File: src/rtl/oz_pkg.sv
// Shared types for the oz colouring checker and its enumerator.
package oz_pkg;

  localparam int COLOR_W  = 2;
  localparam int NREGIONS = 5;
  localparam int IDX_W    = COLOR_W * NREGIONS;

  // One colour per region; gc is the most significant field.
  typedef struct packed {
    logic [COLOR_W-1:0] gc;
    logic [COLOR_W-1:0] wc;
    logic [COLOR_W-1:0] qc;
    logic [COLOR_W-1:0] mc;
    logic [COLOR_W-1:0] ec;
  } coloring_t;

  typedef enum logic [1:0] {
    IDLE,
    SCAN,
    DRAIN,
    DONE
  } search_state_e;

endpackage

File: src/rtl/oz.sv
// Combinational map-colouring checker for the Land of Oz.
// The four countries form a ring (Gillikin-Winkie-Quadling-Munchkin) and the
// Emerald City in the middle borders all of them.
module oz
  import oz_pkg::*;
(
  input  coloring_t col,
  output logic      valid
);

  logic ring_ok;
  logic center_ok;

  // Neighbouring countries on the ring must differ.
  assign ring_ok = (col.gc != col.wc) && (col.wc != col.qc) &&
                   (col.qc != col.mc) && (col.mc != col.gc);

  // The Emerald City borders every country.
  assign center_ok = (col.ec != col.gc) && (col.ec != col.wc) &&
                     (col.ec != col.qc) && (col.ec != col.mc);

  assign valid = ring_ok && center_ok;

endmodule

File: src/rtl/oz_search.sv
// Sequential enumerator in front of the oz checker: walks all 1024 colour
// assignments in ascending order and streams the passing ones out over a
// valid/ready handshake, then reports how many were found.
//
// state | meaning
// IDLE  | waiting for the first start after reset
// SCAN  | evaluating idx, one candidate per cycle (stalls on backpressure)
// DRAIN | all candidates consumed, waiting for the last solution to leave
// DONE  | scan complete, done/found/sol_count held until the next start
module oz_search
  import oz_pkg::*;
#(
  parameter int NCOLORS = 4
) (
  input  logic              clk,
  input  logic              rst_n,
  input  logic              start,
  output logic              busy,
  output logic              done,
  output logic              found,
  output logic [10:0]       sol_count,
  output logic              sol_valid,
  input  logic              sol_ready,
  output logic [IDX_W-1:0]  sol_color
);

  localparam logic [COLOR_W:0]  NC      = (COLOR_W + 1)'(NCOLORS);
  localparam logic [IDX_W-1:0]  IDX_MAX = '1;

  search_state_e    state;
  logic [IDX_W-1:0] idx;
  coloring_t        cand;
  logic             cand_ok;
  logic             in_range;
  logic             pass;
  logic             out_free;

  assign cand = coloring_t'(idx);

  oz u_oz (
    .col   (cand),
    .valid (cand_ok)
  );

  // Reject any candidate that uses a colour outside the configured palette.
  assign in_range = ({1'b0, cand.gc} < NC) && ({1'b0, cand.wc} < NC) &&
                    ({1'b0, cand.qc} < NC) && ({1'b0, cand.mc} < NC) &&
                    ({1'b0, cand.ec} < NC);

  assign pass     = cand_ok && in_range;
  assign out_free = !sol_valid || sol_ready;

  // Scan FSM with registered status outputs and the output holding register.
  always_ff @(posedge clk or negedge rst_n) begin
    if (!rst_n) begin
      state     <= IDLE;
      idx       <= '0;
      busy      <= 1'b0;
      done      <= 1'b0;
      found     <= 1'b0;
      sol_count <= '0;
      sol_valid <= 1'b0;
      sol_color <= '0;
    end else begin
      // A completed transfer empties the register unless a new load below
      // refills it in the same cycle.
      if (sol_valid && sol_ready) sol_valid <= 1'b0;

      case (state)
        IDLE, DONE: begin
          if (start) begin
            state     <= SCAN;
            idx       <= '0;
            sol_count <= '0;
            busy      <= 1'b1;
            done      <= 1'b0;
            found     <= 1'b0;
          end
        end
        SCAN: begin
          // A passing candidate waits for room; a failing one never stalls.
          if (!pass || out_free) begin
            if (pass) begin
              sol_color <= cand;
              sol_valid <= 1'b1;
              sol_count <= sol_count + 11'd1;
            end
            if (idx == IDX_MAX) state <= DRAIN;
            else                idx   <= idx + 1'b1;
          end
        end
        DRAIN: begin
          if (out_free) begin
            state <= DONE;
            busy  <= 1'b0;
            done  <= 1'b1;
            found <= (sol_count != '0);
          end
        end
        default: state <= IDLE;
      endcase
    end
  end

endmodule

File: config.mk
export PLATFORM = sky130hd
export DESIGN_NAME = oz_search
export DESIGN_NICKNAME = d
export VERILOG_FILES = /design/src/rtl/oz_pkg.sv /design/src/rtl/oz.sv /design/src/rtl/oz_search.sv
export SDC_FILE = /design/constraint.sdc
export NUM_CORES = 1
export LEC_CHECK = 0
export BUFFER_PORTS_ARGS = -buffer_cell sky130_fd_sc_hd__buf_2
export CORE_UTILIZATION = 45
export CTS_BUF_LIST = sky130_fd_sc_hd__clkbuf_4
export DETAILED_ROUTE_END_ITERATION = 8
export SYNTH_ARGS = -nofsm -noshare
export SYNTH_HDL_FRONTEND = slang
export SYNTH_SLANG_ARGS = --single-unit
File: constraint.sdc
create_clock -name clk -period 2.8 [get_ports clk]
set_input_delay 0.14 -clock clk [delete_from_list [all_inputs] [get_ports clk]]
set_output_delay 0.14 -clock clk [all_outputs]
set_load 0.02 [all_outputs]
* Word level (Yosys, flattened, before mapping)
Cells that the tools add are included.
** Operators by class
- Add/sub/neg operators :: 2
- Equal/unequal tests :: 18
- Multiplexer cells :: 25
- Reduce and logical (&&, ||, !) cells :: 22
** Operators by type and width (count)
- 11-bit two-way mux :: 3
- 10-bit two-way mux :: 3
- 11-bit one-hot mux with 2 select lines :: 1
- 10-bit one-hot mux with 2 select lines :: 1
- 2-bit inequality test :: 8
- 2-bit inequality test, second input constant :: 6
- 4-bit AND reduction :: 3
- 11-bit by 1-bit adder with 11-bit output, second input constant :: 1
- 11-bit nonzero test :: 1
- 10-bit by 1-bit adder with 10-bit output, second input constant :: 1
- 10-bit == test, second input constant :: 1
- 1-bit two-way mux :: 9
- 1-bit logical AND :: 8
- 2-bit two-way mux :: 4
- 1-bit one-hot mux with 2 select lines :: 3
- 2-bit one-hot mux with 3 select lines :: 1
- 3-bit AND reduction :: 2
- 2-bit == test, second input constant :: 2
- 2-bit nonzero test :: 2
- 2-bit by 1-bit == test with 1-bit output, second input constant :: 1
- 1-bit logical NOT :: 2
- 2-bit logical NOT :: 1
- 1-bit logical OR :: 2
- 2-bit OR reduction :: 1
** Word-level totals
- Bits in registers :: 37
- Output and inout port bits :: 25
- Logic and storage cells :: 75

* Depth between registers and ports, before layout
Gate-level depths: netlist (run 1).
- Depth in word-level cells :: 9
- Depth in mapped cells :: 9
- Gate-level depth less buffers :: 8

* Cells and area by module
A second synthesis (run 1) with hierarchy kept.
** Unflattened totals
- Cell total of the unflattened synthesis :: 216
- Area, all modules :: 2138.3 um^2
** By module, submodules not included
- oz_search :: times used 1, cells each 195, area each 1960.6 um^2, sequential area each 925.9 um^2
- oz :: times used 1, cells each 21, area each 177.7 um^2, sequential area each 0.0 um^2

* Least setup slack after synthesis (run 1)
OpenSTA, ideal clock, no wires.
- Path kind :: reg2reg
- Start point :: register state[1]
- End point :: register sol_count[10]
- Arrival :: 1.959 ns
- Path slack :: 0.755 ns
- Cell stages (with the launch flop) :: 9
- Path buffers :: 1
- Clock period less this slack :: 2.045 ns
- Path through :: dfrtp_1 -> inv_1 -> ha_1 -> inv_2 -> a2111oi_4 -> nand3_2 -> buf_6 -> o41a_1 -> nor3_1
** Between the ends
- Cells in the longest elaborated chain, start to end :: 4
- Elaborated cells on any way between the ends :: 10
- Classes of those cells :: eq/ne (5); mux (1); reduce/logical (4)
** Ends and longest elaborated chain
- start, declared :: RTL line oz_search.sv:30 : search_state_e state;
- start signal, assigned :: RTL line oz_search.sv:56 : state <= IDLE;
- start signal, assigned :: RTL line oz_search.sv:72 : state <= SCAN;
- start signal, assigned :: RTL line oz_search.sv:88 : if (idx == IDX_MAX) state <= DRAIN;
- 2-bit == test or 2-bit logical NOT (tied branches) :: RTL line oz_search.sv:69 : case (state)
- 2-bit OR reduction :: RTL line oz_search.sv:69
- 2-bit inequality test (no source line) or 2-bit nonzero test (tied branches)
- 4-bit AND reduction (no source line)
- end signal, assigned :: RTL line oz_search.sv:86 : sol_count <= sol_count + 11'd1;
- end, declared :: RTL line oz_search.sv:21 : output logic [10:0] sol_count,
Several ways; a longest one is shown, not always the timed one.
A chain may end at the register's enable or synchronous reset.

* Worst setup path after layout (run 1)
- Start point :: register state[0]
- End point :: register idx[3], in the netlist cand[3]
** Between the ends
- Cells in the longest elaborated chain, start to end :: 4
- Elaborated cells on any way between the ends :: 10
- Classes of those cells :: eq/ne (5); mux (1); reduce/logical (4)
** Ends and longest elaborated chain
- 2-bit == test or 2-bit logical NOT (tied branches) :: RTL line oz_search.sv:69
- 2-bit OR reduction :: RTL line oz_search.sv:69
- 2-bit inequality test (no source line) or 2-bit nonzero test (tied branches)
- 4-bit AND reduction (no source line)
- end signal, assigned :: RTL line oz_search.sv:89 : else idx <= idx + 1'b1;
- end, declared :: RTL line oz_search.sv:31 : logic [IDX_W-1:0] idx;
Several ways; a longest one is shown, not always the timed one.

==> flow_metrics.env, run 1 <==
export IMPL_cp_max_fo=14
export IMPL_synth_compound_area_share_pct=14.2
export IMPL_initial_utilization_pct=48.4
export IMPL_seq_area_frac_synth_pct=42.8
export IMPL_diodes=0
export IMPL_critPathKind="flip-flop to flip-flop"
export IMPL_cts_made_buffers=5
export IMPL_max_freq_mhz=425
export IMPL_seqCellArea_um2=926
export IMPL_setup_viol=0
export IMPL_cts_root_buf="clkbuf_4"
export IMPL_synthMuxAreaShare_pct=7.06
export IMPL_dieArea_um2=5090
export IMPL_vias=1728
export IMPL_synthTopCellsByArea="dfrtp_1, xor2_1, mux2_2"
export IMPL_synth_seq_cells=37
export IMPL_grt_max_degree=38
export IMPL_clkSlewWorstSetupHoldPaths_ns=0.13
export IMPL_outcome="finished with violations"
export IMPL_wirelength_um=4610
export IMPL_port_buffers=28
export IMPL_path_cells="inv_1, ha_1, nand2b_1, o21ai_0, a41o_1, a21o_1, nor4b_1, a211o_1"
export IMPL_synth_fa_ha_area_share_pct=3.47
export IMPL_worstMarginPinSlew_ns=0.842
export IMPL_p_leak_nw=1.20
export IMPL_ant_nets=0
export IMPL_fp_coreArea_um2=4470
export IMPL_crit_slowest_cell="dfrtp_1"
export IMPL_wl_per_cell_um=15.3
export IMPL_skew_ns=0.0204
export IMPL_hpwl_um=3270
export IMPL_die_h_um=71.3
export IMPL_slew_violations=0
export IMPL_grtUsageTotal_pct=20.3
export IMPL_synth_edf_count=0
export IMPL_critical_path_buf_inv_count=1
export IMPL_area_growth_pct=9.89
export IMPL_cts_tree="yes"
export IMPL_min_path_type="input port to flip-flop"
export IMPL_ios=29
export IMPL_slew_headroom_pct=43.9
export IMPL_post_route_period_util_pct=84.1
export IMPL_ys_async_sr_fraction_pct=100
export IMPL_yosysTopAreaCellShare_pct=42.8
export IMPL_final_area_um2=2380
export IMPL_synth_top_family_by_area="simple AND/OR/NAND/NOR gates"
export IMPL_rsz0062_at_grt="false"
export IMPL_synth_top_area_cell="dfrtp_1"
export IMPL_mostFrequentLayoutCells="dfrtp_1, nand2_1, buf_2, xor2_1, nand3_1"
export IMPL_syn_nets=235
export IMPL_rows=24
export IMPL_drtIter0Drc=104
export IMPL_critPathLaunchType="flip-flop"
export IMPL_cts_sinks=37
export IMPL_firstDrtPassIters=7
export IMPL_remaining_drc_errors=2
export IMPL_cp_top_family="compound AO/OA/AOI/OAI gates"
export IMPL_power_density_nw_per_um2=793
export IMPL_synthesis_area_um2=2160
export IMPL_syn_area_per_cell_um2=9.61
export IMPL_worst_setup_path_end_kind="flip-flop"
export IMPL_cp_slowest_stage_delay_ns=0.41
export IMPL_mostFrequentLayoutCell="dfrtp_1"
export IMPL_min_period_ns=2.35
export IMPL_grt_pass1_vias=1590
export IMPL_multi_input_area_um2=1100
export IMPL_hold_viol=0
export IMPL_fin_nets=259
export IMPL_synth_xor_area_share_pct=6.48
export IMPL_max_cap_violations=0
export IMPL_peakVddDrop_uv=421
export IMPL_power_mw=1.89
export IMPL_cts_buffer_depth=2
export IMPL_clk_latency_ns=0.36
export IMPL_arrival_ns=2.65
export IMPL_cp_required_ns=3.10
export IMPL_violations="design-rule violations"
export IMPL_finalWeightedCongestion=0.752
export IMPL_post_cts_resized=0
export IMPL_fillerInstances=423
export IMPL_h_tree_depth=2
export IMPL_grt_pass1_wl_um=7970
export IMPL_finalSetupTns_ns=0
export IMPL_grt_antenna_before_repair=0
export IMPL_synth_simple_area_share_pct=19.5
export IMPL_yosys_warnings=0
export IMPL_drive_above_1_share_pct=21.2
export IMPL_dpl_instance_area_um2=2290
export IMPL_synth_cells=225
export IMPL_vias_per_cell=5.72
export IMPL_synthDistinctLibCells=46
export IMPL_globalRoute_totalOverflow=0
export IMPL_synth_ff_type="dfrtp_1"
export IMPL_die_x_um=71.3
-- tightest hold or removal path: stages --
cell and delay [ns]:
buf_2 0.07, inv_1 0.04, nand2_1 0.16, nand2_1 0.07
-- final timing paths --
check | from | to | slack [ns] | cells after the start
worst max-delay path | state[0]$_DFFE_PN0P_ | cand[3]$_DFFE_PN0P_ | 0.45 | 8
worst min-delay path | sol_ready | sol_valid$_DFF_PN0_ | 0.16 | 4
worst max register to register | state[0]$_DFFE_PN0P_ | cand[3]$_DFFE_PN0P_ | 0.45 | 8
worst min register to register | sol_color[7]$_DFFE_PN0P_ | sol_color[7]$_DFFE_PN0P_ | 0.51 | 1
max in group asynchronous | rst_n | sol_color[8]$_DFFE_PN0P_ | 1.84 | 2
min in group asynchronous | rst_n | sol_count[10]$_DFFE_PN0P_ | 0.41 | 2
-- synth_stat cells (3+ instances only) --
cell type   n
nand3_1    12
o31ai_1     5
nor3_1      6
buf_4       5
o22ai_1     3
nor2_1      8
dfrtp_1    37
o21ai_0    11
or4_1       6
inv_1       9
ha_1        6
nand4_1     3
nand2_1    29
buf_2       4
a21oi_1    10
mux2i_1     4
mux2_2     10
buf_6       3
nor4_1      6
xor2_1     14
-- where the power goes --
part	internal, mW	total (mW)	switching, mW
Sequential	0.611	0.767	0.156
Clock	0.185	0.374	0.189
Combinational	0.270	0.744	0.474
-- metrics by stage --
stage / util (%) / worst slack (ns) / hold WS (ns) / std cells
final: 53.1 / 0.446 / 0.160 / 302
after global routing: 53.1 / 0.242 / 0.200 / 302
after global placement: 51.1 / 0.472 / 0.295 / 293
after CTS: 53.1 / 0.454 / 0.157 / 302
after floorplan: - / 0.755 / -0.156 / 225
after detailed placement: 51.1 / 0.485 / 0.293 / 293
-- timing repair --
item / CTS / global route
hold endpoints to repair: 37 / 0
hold buffers: 1 / 0
setup buffers: 0 / 0
-- logic make-up after synthesis --
kind of cell | after synthesis
XOR/XNOR | 16
buffers and inverters | 25
AO/OA/AOI/OAI | 44
adder cells (fa/ha/maj) | 6
AND/OR/NAND/NOR | 83
multiplexers | 14
flip-flops | 37
-- registers in the layout, indices dropped and copies added (netlist names) --
name,cells
busy,1
done,1
sol_valid,1
found,1
state,2
sol_color,10
cand,10
sol_count,11
-- cell type report --
type | count | share of cell area [%]
timing repair buffer | 32 | 7.26
multi-input combinational | 163 | 46.2
inverter | 10 | 1.58
sequential | 37 | 38.9
clock buffer | 5 | 1.58
clock inverter | 3 | 1.74
tap | 52 | 2.74
-- per-layer routing --
metal | vias up | wire length [µm] | GRT usage (%)
met1 | 834 | 2200 | 28.1
met2 | 29 | 2170 | 30.9
li1 | 857 | - | -
met5 | - | 0 | 0
met4 | 0 | 77 | 8.22
met3 | 8 | 165 | 4.78
No activity file was read; power rests on OpenSTA's default activity.
==> run 2, diff against run 1 <==
--- a/config.mk
+++ b/config.mk
@@ -5,10 +5,12 @@
 export SDC_FILE = /design/constraint.sdc
 export NUM_CORES = 1
 export LEC_CHECK = 0
+export ABC_AREA = 1
 export BUFFER_PORTS_ARGS = -buffer_cell sky130_fd_sc_hd__buf_2
 export CORE_UTILIZATION = 45
 export CTS_BUF_LIST = sky130_fd_sc_hd__clkbuf_4
 export DETAILED_ROUTE_END_ITERATION = 8
+export PLACE_DENSITY = 0.67
 export SYNTH_ARGS = -nofsm -noshare
 export SYNTH_HDL_FRONTEND = slang
 export SYNTH_SLANG_ARGS = --single-unit
==> constraint.sdc (replaced) <==
create_clock -name clk -period 2.1 [get_ports clk]
set_input_delay 0.105 -clock clk [delete_from_list [all_inputs] [get_ports clk]]
set_output_delay 0.105 -clock clk [all_outputs]
set_load 0.02 [all_outputs]
==> run 2 against run 1 <==
  * The run now ends clean
  * Clock skew decreased by 0.012 ns
  * Worst setup slack worse by 0.17 ns
  * Utilization up 1.1 points
  * Critical path type unchanged
==> flow_metrics.env, run 2 <==
export IMPL_seqPwrFrac_pct=39.5
export IMPL_min_path_type="input port to flip-flop"
export IMPL_worstMarginPinSlew_ns=0.798
export IMPL_max_cap_violations=0
export IMPL_rsz0062_at_grt="false"
export IMPL_crit_slowest_cell="dfrtp_1"
export IMPL_slew_violations=0
export IMPL_power_frac_clock_pct=19.4
export IMPL_clkSlewWorstSetupHoldPaths_ns=0.11
export IMPL_power_mw=2.07
export IMPL_die_x_um=74.2
export IMPL_finalSetupTns_ns=0
export IMPL_setup_viol=0
export IMPL_cp_max_fo=11
export IMPL_skew_ns=0.00829
export IMPL_ff2ff_setup_slack_ns=0.28
export IMPL_post_route_period_util_pct=86.7
export IMPL_grt_pass1_wl_um=8110
export IMPL_fin_nets=362
export IMPL_rows=25
export IMPL_drive_above_1_share_pct=19.3
export IMPL_cts_tree="yes"
export IMPL_synthTopCellsByCount="nand2_1, dfrtp_1, nor2_1"
export IMPL_hold_viol=0
export IMPL_yosysTopAreaCellShare_pct=39.4
export IMPL_p_sw_share_pct=41.9
export IMPL_diodes=0
export IMPL_slew_headroom_pct=46.8
export IMPL_critical_path_buf_inv_count=0
export IMPL_cts_root_buf="clkbuf_4"
export IMPL_ant_nets=0
export IMPL_firstDrtPassIters=4
export IMPL_peakVddDrop_uv=545
export IMPL_critPathKind="flip-flop to flip-flop"
export IMPL_power_density_nw_per_um2=782
export IMPL_synth_seq_cells=37
export IMPL_synth_edf_count=0
export IMPL_cp_required_ns=2.39
export IMPL_grt_pass1_vias=1764
export IMPL_ys_async_sr_fraction_pct=100
export IMPL_grtUsageTotal_pct=19.2
export IMPL_min_from="sol_ready"
export IMPL_wl_per_cell_um=11.5
export IMPL_largest_reg_flops=11
export IMPL_synthTopCellsByArea="dfrtp_1, nand2_1, nor2_1"
export IMPL_critPathLaunchType="flip-flop"
export IMPL_globalRoute_totalOverflow=0
export IMPL_synthesis_area_um2=2350
export IMPL_cp_slowest_stage_delay_ns=0.46
export IMPL_yosysMostFrequentCell="nand2_1"
export IMPL_wirelength_um=4820
export IMPL_synth_top_area_cell="dfrtp_1"
export IMPL_hold_path_depth=3
export IMPL_vias=2046
export IMPL_p_comb_share_pct=41.1
export IMPL_max_freq_mhz=549
export IMPL_remaining_drc_errors=0
export IMPL_finalWeightedCongestion=0.916
export IMPL_largest_register="sol_count"
export IMPL_path_cells="ha_1, nand2_1, nor2_1, nand3_1, o21ai_1, nand2_2, nand3_4, nand2_1, nand2_1"
export IMPL_mostFrequentLayoutCells="nand2_1, dfrtp_1, nor2_1, buf_2, inv_1"
export IMPL_post_cts_buffers=0
export IMPL_clk_latency_ns=0.35
export IMPL_synth_cells=321
export IMPL_reg2reg_to="cand[8]$_DFFE_PN0P_"
export IMPL_cts_sinks=37
export IMPL_holdPathEnd="sol_valid$_DFF_PN0_"
export IMPL_cp_top_family="simple AND/OR/NAND/NOR gates"
export IMPL_intPower_mw=1.20
export IMPL_reg2reg_from="cand[0]$_DFFE_PN0P_"
export IMPL_h_tree_depth=2
export IMPL_grt_antenna_before_repair=0
export IMPL_arrival_ns=2.11
export IMPL_synth_ff_type="dfrtp_1"
export IMPL_crit_top_cell="nand2_1"
export IMPL_hpwl_um=3530
export IMPL_die_h_um=74.2
export IMPL_syn_nets=331
export IMPL_dieArea_um2=5510
export IMPL_mostFrequentLayoutCell="nand2_1"
export IMPL_seq_area_frac_synth_pct=39.4
export IMPL_ios=29
export IMPL_drtIter0Drc=109
export IMPL_cts_made_buffers=5
export IMPL_p_leak_nw=1.38
export IMPL_syn_area_per_cell_um2=7.32
export IMPL_synthDistinctLibCells=28
export IMPL_vias_per_cell=4.87
export IMPL_worst_setup_path_end_kind="flip-flop"
export IMPL_area_growth_pct=12.6
export IMPL_switchingPower_uw=867
export IMPL_min_period_ns=1.82
export IMPL_initial_utilization_pct=48.1
export IMPL_yosys_warnings=0
export IMPL_outcome="complete, no violations"
export IMPL_port_buffers=28
export IMPL_fp_coreArea_um2=4880
export IMPL_grt_max_degree=38
export IMPL_cts_buffer_depth=2
export IMPL_r2r_cells=9
[run 2: how the worst max path moves through the flow]
stage	depth (start not counted)	endpoint	slack, ns	startpoint
6_report	9	cand[8]$_DFFE_PN0P_	0.28	cand[0]$_DFFE_PN0P_
5_1_grt	9	cand[1]$_DFFE_PN0P_	0.03	cand[0]$_DFFE_PN0P_
4_1_cts	9	cand[8]$_DFFE_PN0P_	0.12	cand[0]$_DFFE_PN0P_
3_5_place_dp	9	cand[9]$_DFFE_PN0P_	0.15	cand[0]$_DFFE_PN0P_
3_3_place_gp	9	cand[7]$_DFFE_PN0P_	0.17	cand[0]$_DFFE_PN0P_
2_1_floorplan	10	sol_count[7]$_DFFE_PN0P_	0.40	state[1]$_DFFE_PN0P_
[run 2: repair_timing]
item / 4_1_cts / 5_1_grt
setup endpoints to repair: 0 / 19
hold buffers: 1 / 0
gates resized for setup: 0 / 3
endpoints found under the hold margin: 37 / 0
[run 2: cell families after synthesis]
group,share of synthesized area (%)
AOI/OAI and AO/OA,5.11
and+or+nand+nor,38.2
DFF,39.4
xor gates and xnor gates,4.85
adders and majority gates,3.20
buffers and inverters,9.22
[run 2: final cells by class]
class	instances	area (µm²)
Multi-Input combinational cell	238	1220
Sequential cell	37	926
Timing Repair Buffer	39	238
Inverter	31	116
Fill cell	511	2230
Clock buffer	8	60.1
Tap cell	67	83.8
[run 2: stage by stage]
stage	cell area [µm²]	hold slack, ns	instances	setup WS (ns)	utilization (%)
CTS	2630	0.0274	420	0.121	53.9
detailed placement	2560	0.254	411	0.152	52.5
floorplan	2350	-0.191	321	0.403	-
global route	2650	0.0546	420	0.0266	54.2
global placement	2560	0.240	411	0.171	52.5
finish	2650	0.0491	420	0.279	54.2
[run 2: per-layer routing]
metal | global-route usage [%] | part of all wire [%] | wire length (µm) | vias to the layer above
met5 | 0 | 0 | 0 | -
met4 | 6.50 | 1.4 | 67 | 0
met3 | 5.01 | 3.8 | 183 | 6
met2 | 29.3 | 44 | 2120 | 37
met1 | 26.6 | 51 | 2450 | 927
li1 | - | - | - | 1076
[run 2: power by group through the flow]
stage | registers, mW | logic (mW) | clock network (mW)
floorplan | 0.840 | 0.604 | 0
global route | 0.826 | 0.965 | 0.453
global placement | 0.830 | 0.804 | 0
CTS | 0.818 | 0.821 | 0.424
detailed placement | 0.832 | 0.815 | 0
finish | 0.817 | 0.849 | 0.401
[run 2: worst register-to-register path, delay by kind of cell, from the launching register on]
kind            cells  cell delay [ns]
flops               1             0.46
compound gates      1             0.21
fa+ha+maj           1             0.21
simple gates        7             0.90
==> run 3, diff against run 2 <==
--- a/config.mk
+++ b/config.mk
@@ -7,6 +7,7 @@
 export LEC_CHECK = 0
 export ABC_AREA = 1
 export BUFFER_PORTS_ARGS = -buffer_cell sky130_fd_sc_hd__buf_2
+export CORE_MARGIN = 2
 export CORE_UTILIZATION = 45
 export CTS_BUF_LIST = sky130_fd_sc_hd__clkbuf_4
 export DETAILED_ROUTE_END_ITERATION = 8
==> run 3 against run 2 <==
  * Sequential power about the same
  * Worst hold slack got worse by 0.0059 ns
  * Wire length rose by 7.0%
  * Die area rose by 5.5%
  * First-iteration DRC count up 7.3%
  * Utilization down 2.4 points
  * Combinational power grew 2%
  * Maximum frequency decreased by 1.8%
  * Global-route usage up 0.21 points
==> flow_metrics.env, run 3 (synthesis gave the netlist of run 2 again) <==
export IMPL_dpl_instance_area_um2=2550
export IMPL_rows=26
export IMPL_h_tree_depth=2
export IMPL_place_ws_ns=-0.00395
export IMPL_remaining_drc_errors=0
export IMPL_grtUsageTotal_pct=19.4
export IMPL_largest_reg_flops=11
export IMPL_hpwl_um=3700
export IMPL_final_area_um2=2630
export IMPL_firstDrtPassIters=4
export IMPL_critPathLaunchType="flip-flop"
export IMPL_finalWeightedCongestion=0.906
export IMPL_hold_viol=0
export IMPL_finalNonFillerCells=421
export IMPL_worst_slack_ns=0.245
export IMPL_slew_violations=0
export IMPL_cts_buffer_depth=2
export IMPL_cts_root_buf="clkbuf_4"
export IMPL_power_density_nw_per_um2=783
export IMPL_clk_latency_ns=0.36
export IMPL_dieArea_um2=5810
export IMPL_worst_setup_path_end_kind="flip-flop"
export IMPL_max_freq_mhz=539
export IMPL_grt_pass1_wl_um=9310
export IMPL_seqPwrFrac_pct=39.6
export IMPL_min_period_ns=1.86
export IMPL_vias_per_cell=5.01
export IMPL_min_path_type="input port to flip-flop"
export IMPL_power_frac_clock_pct=18.4
export IMPL_grt_pass1_vias=1953
export IMPL_cts_sinks=37
export IMPL_ios=29
export IMPL_cts_made_buffers=5
export IMPL_drive_above_1_share_pct=18.8
export IMPL_cp_required_ns=2.39
export IMPL_worstMarginPinSlew_ns=0.825
export IMPL_mostFrequentLayoutCell="nand2_1"
export IMPL_grt_antenna_before_repair=0
export IMPL_peakVddDrop_uv=393
export IMPL_skew_ns=0.0161
export IMPL_arrival_ns=2.15
export IMPL_max_cap_violations=0
export IMPL_outcome="complete, no violations"
export IMPL_drtIter0Drc=117
export IMPL_power_mw=2.06
export IMPL_p_sw_share_pct=43.5
export IMPL_diodes=0
export IMPL_wirelength_um=5150
export IMPL_post_route_period_util_pct=88.3
export IMPL_clkSlewWorstSetupHoldPaths_ns=0.12
export IMPL_grt_max_degree=38
export IMPL_cp_max_fo=11
export IMPL_slew_headroom_pct=45.0
export IMPL_rsz0062_at_grt="false"
export IMPL_p_leak_nw=1.37
export IMPL_globalRoute_totalOverflow=0
export IMPL_port_buffers=28
export IMPL_hold_path_depth=3
export IMPL_dp_cells=412
export IMPL_wl_per_cell_um=12.2
export IMPL_mostFrequentLayoutCells="nand2_1, dfrtp_1, nor2_1, buf_2, inv_1"
export IMPL_critPathKind="flip-flop to flip-flop"
export IMPL_die_h_um=76.2
export IMPL_area_growth_pct=12.0
export IMPL_switchingPower_uw=895
export IMPL_fp_coreArea_um2=5070
export IMPL_initial_utilization_pct=46.3
export IMPL_vias=2111
export IMPL_setup_viol=0
export IMPL_p_comb_share_pct=42.1
export IMPL_cts_tree="yes"
export IMPL_fin_nets=361
export IMPL_ant_nets=0
export IMPL_finalSetupTns_ns=0
export IMPL_die_x_um=76.2
export IMPL_r2r_cells=8
export IMPL_intPower_mw=1.16
export IMPL_largest_register="sol_count"
run 3: cell type report:
type                            instances  area, µm²
Clock buffer                            6       45.0
Clock inverter                          1       3.75
Fill cell                             529       2440
Inverter                               31        116
Multi-Input combinational cell        238       1220
Sequential cell                        37        927
Tap cell                               70       87.6
Timing Repair Buffer                   38        230
run 3: what timing repair did:
| action | in CTS | in global routing |
|---|---|---|
| gates resized for setup | 1 | 3 |
| pin swaps | 0 | 1 |
| hold buffers | 1 | 0 |
| setup buffers | 0 | 1 |
| endpoints found under the hold margin | 37 | 0 |
| endpoints found under the setup margin | 9 | 21 |
run 3: path summary, 6_finish.rpt:
| path | end | from | slack, ns |
|---|---|---|---|
| worst min register to register | sol_color[6]$_DFFE_PN0P_ | sol_color[6]$_DFFE_PN0P_ | 0.51 |
| worst min-delay path | sol_valid$_DFF_PN0_ | sol_ready | 0.04 |
| max in group asynchronous | cand[0]$_DFFE_PN0P_ | rst_n | 1.15 |
| worst max register to register | cand[2]$_DFFE_PN0P_ | cand[4]$_DFFE_PN0P_ | 0.24 |
| min in group asynchronous | cand[5]$_DFFE_PN0P_ | rst_n | 0.36 |
| worst max-delay path | cand[2]$_DFFE_PN0P_ | cand[4]$_DFFE_PN0P_ | 0.24 |
run 3: routing by layer:
metal  vias to the layer above  global-route usage [%]  share of wire [%]
li1                       1075                       -                  -
met1                       985                    26.1                 47
met2                        44                    31.4                 47
met3                         7                    4.27                4.3
met4                         0                    6.00                1.3
met5                         -                       0                  0
run 3: power groups by stage:
stage	Clock, mW	Combinational (mW)	Sequential [mW]
finish	0.379	0.866	0.815
global route	0.413	0.973	0.825
CTS	0.395	0.811	0.825
detailed placement	0	0.808	0.838
global placement	0	0.801	0.837
floorplan	0	0.604	0.840
run 3: worst max-delay path, cell delays in order (launching register included):
cell,delay (ns)
dfrtp_1,0.52
nand2_1,0.09
nor3_1,0.24
nand3_1,0.15
o21ai_1,0.24
nand2_2,0.21
nand3_4,0.20
nand2_1,0.07
nand2_1,0.06
run 3: metrics by stage:
step | hold slack (ns) | utilization, %
after detailed placement | 0.265 | 50.2
after global routing | 0.0623 | 51.8
after floorplan | -0.191 | -
final | 0.0432 | 51.8
after global placement | 0.257 | 50.2
after CTS | 0.0373 | 51.4
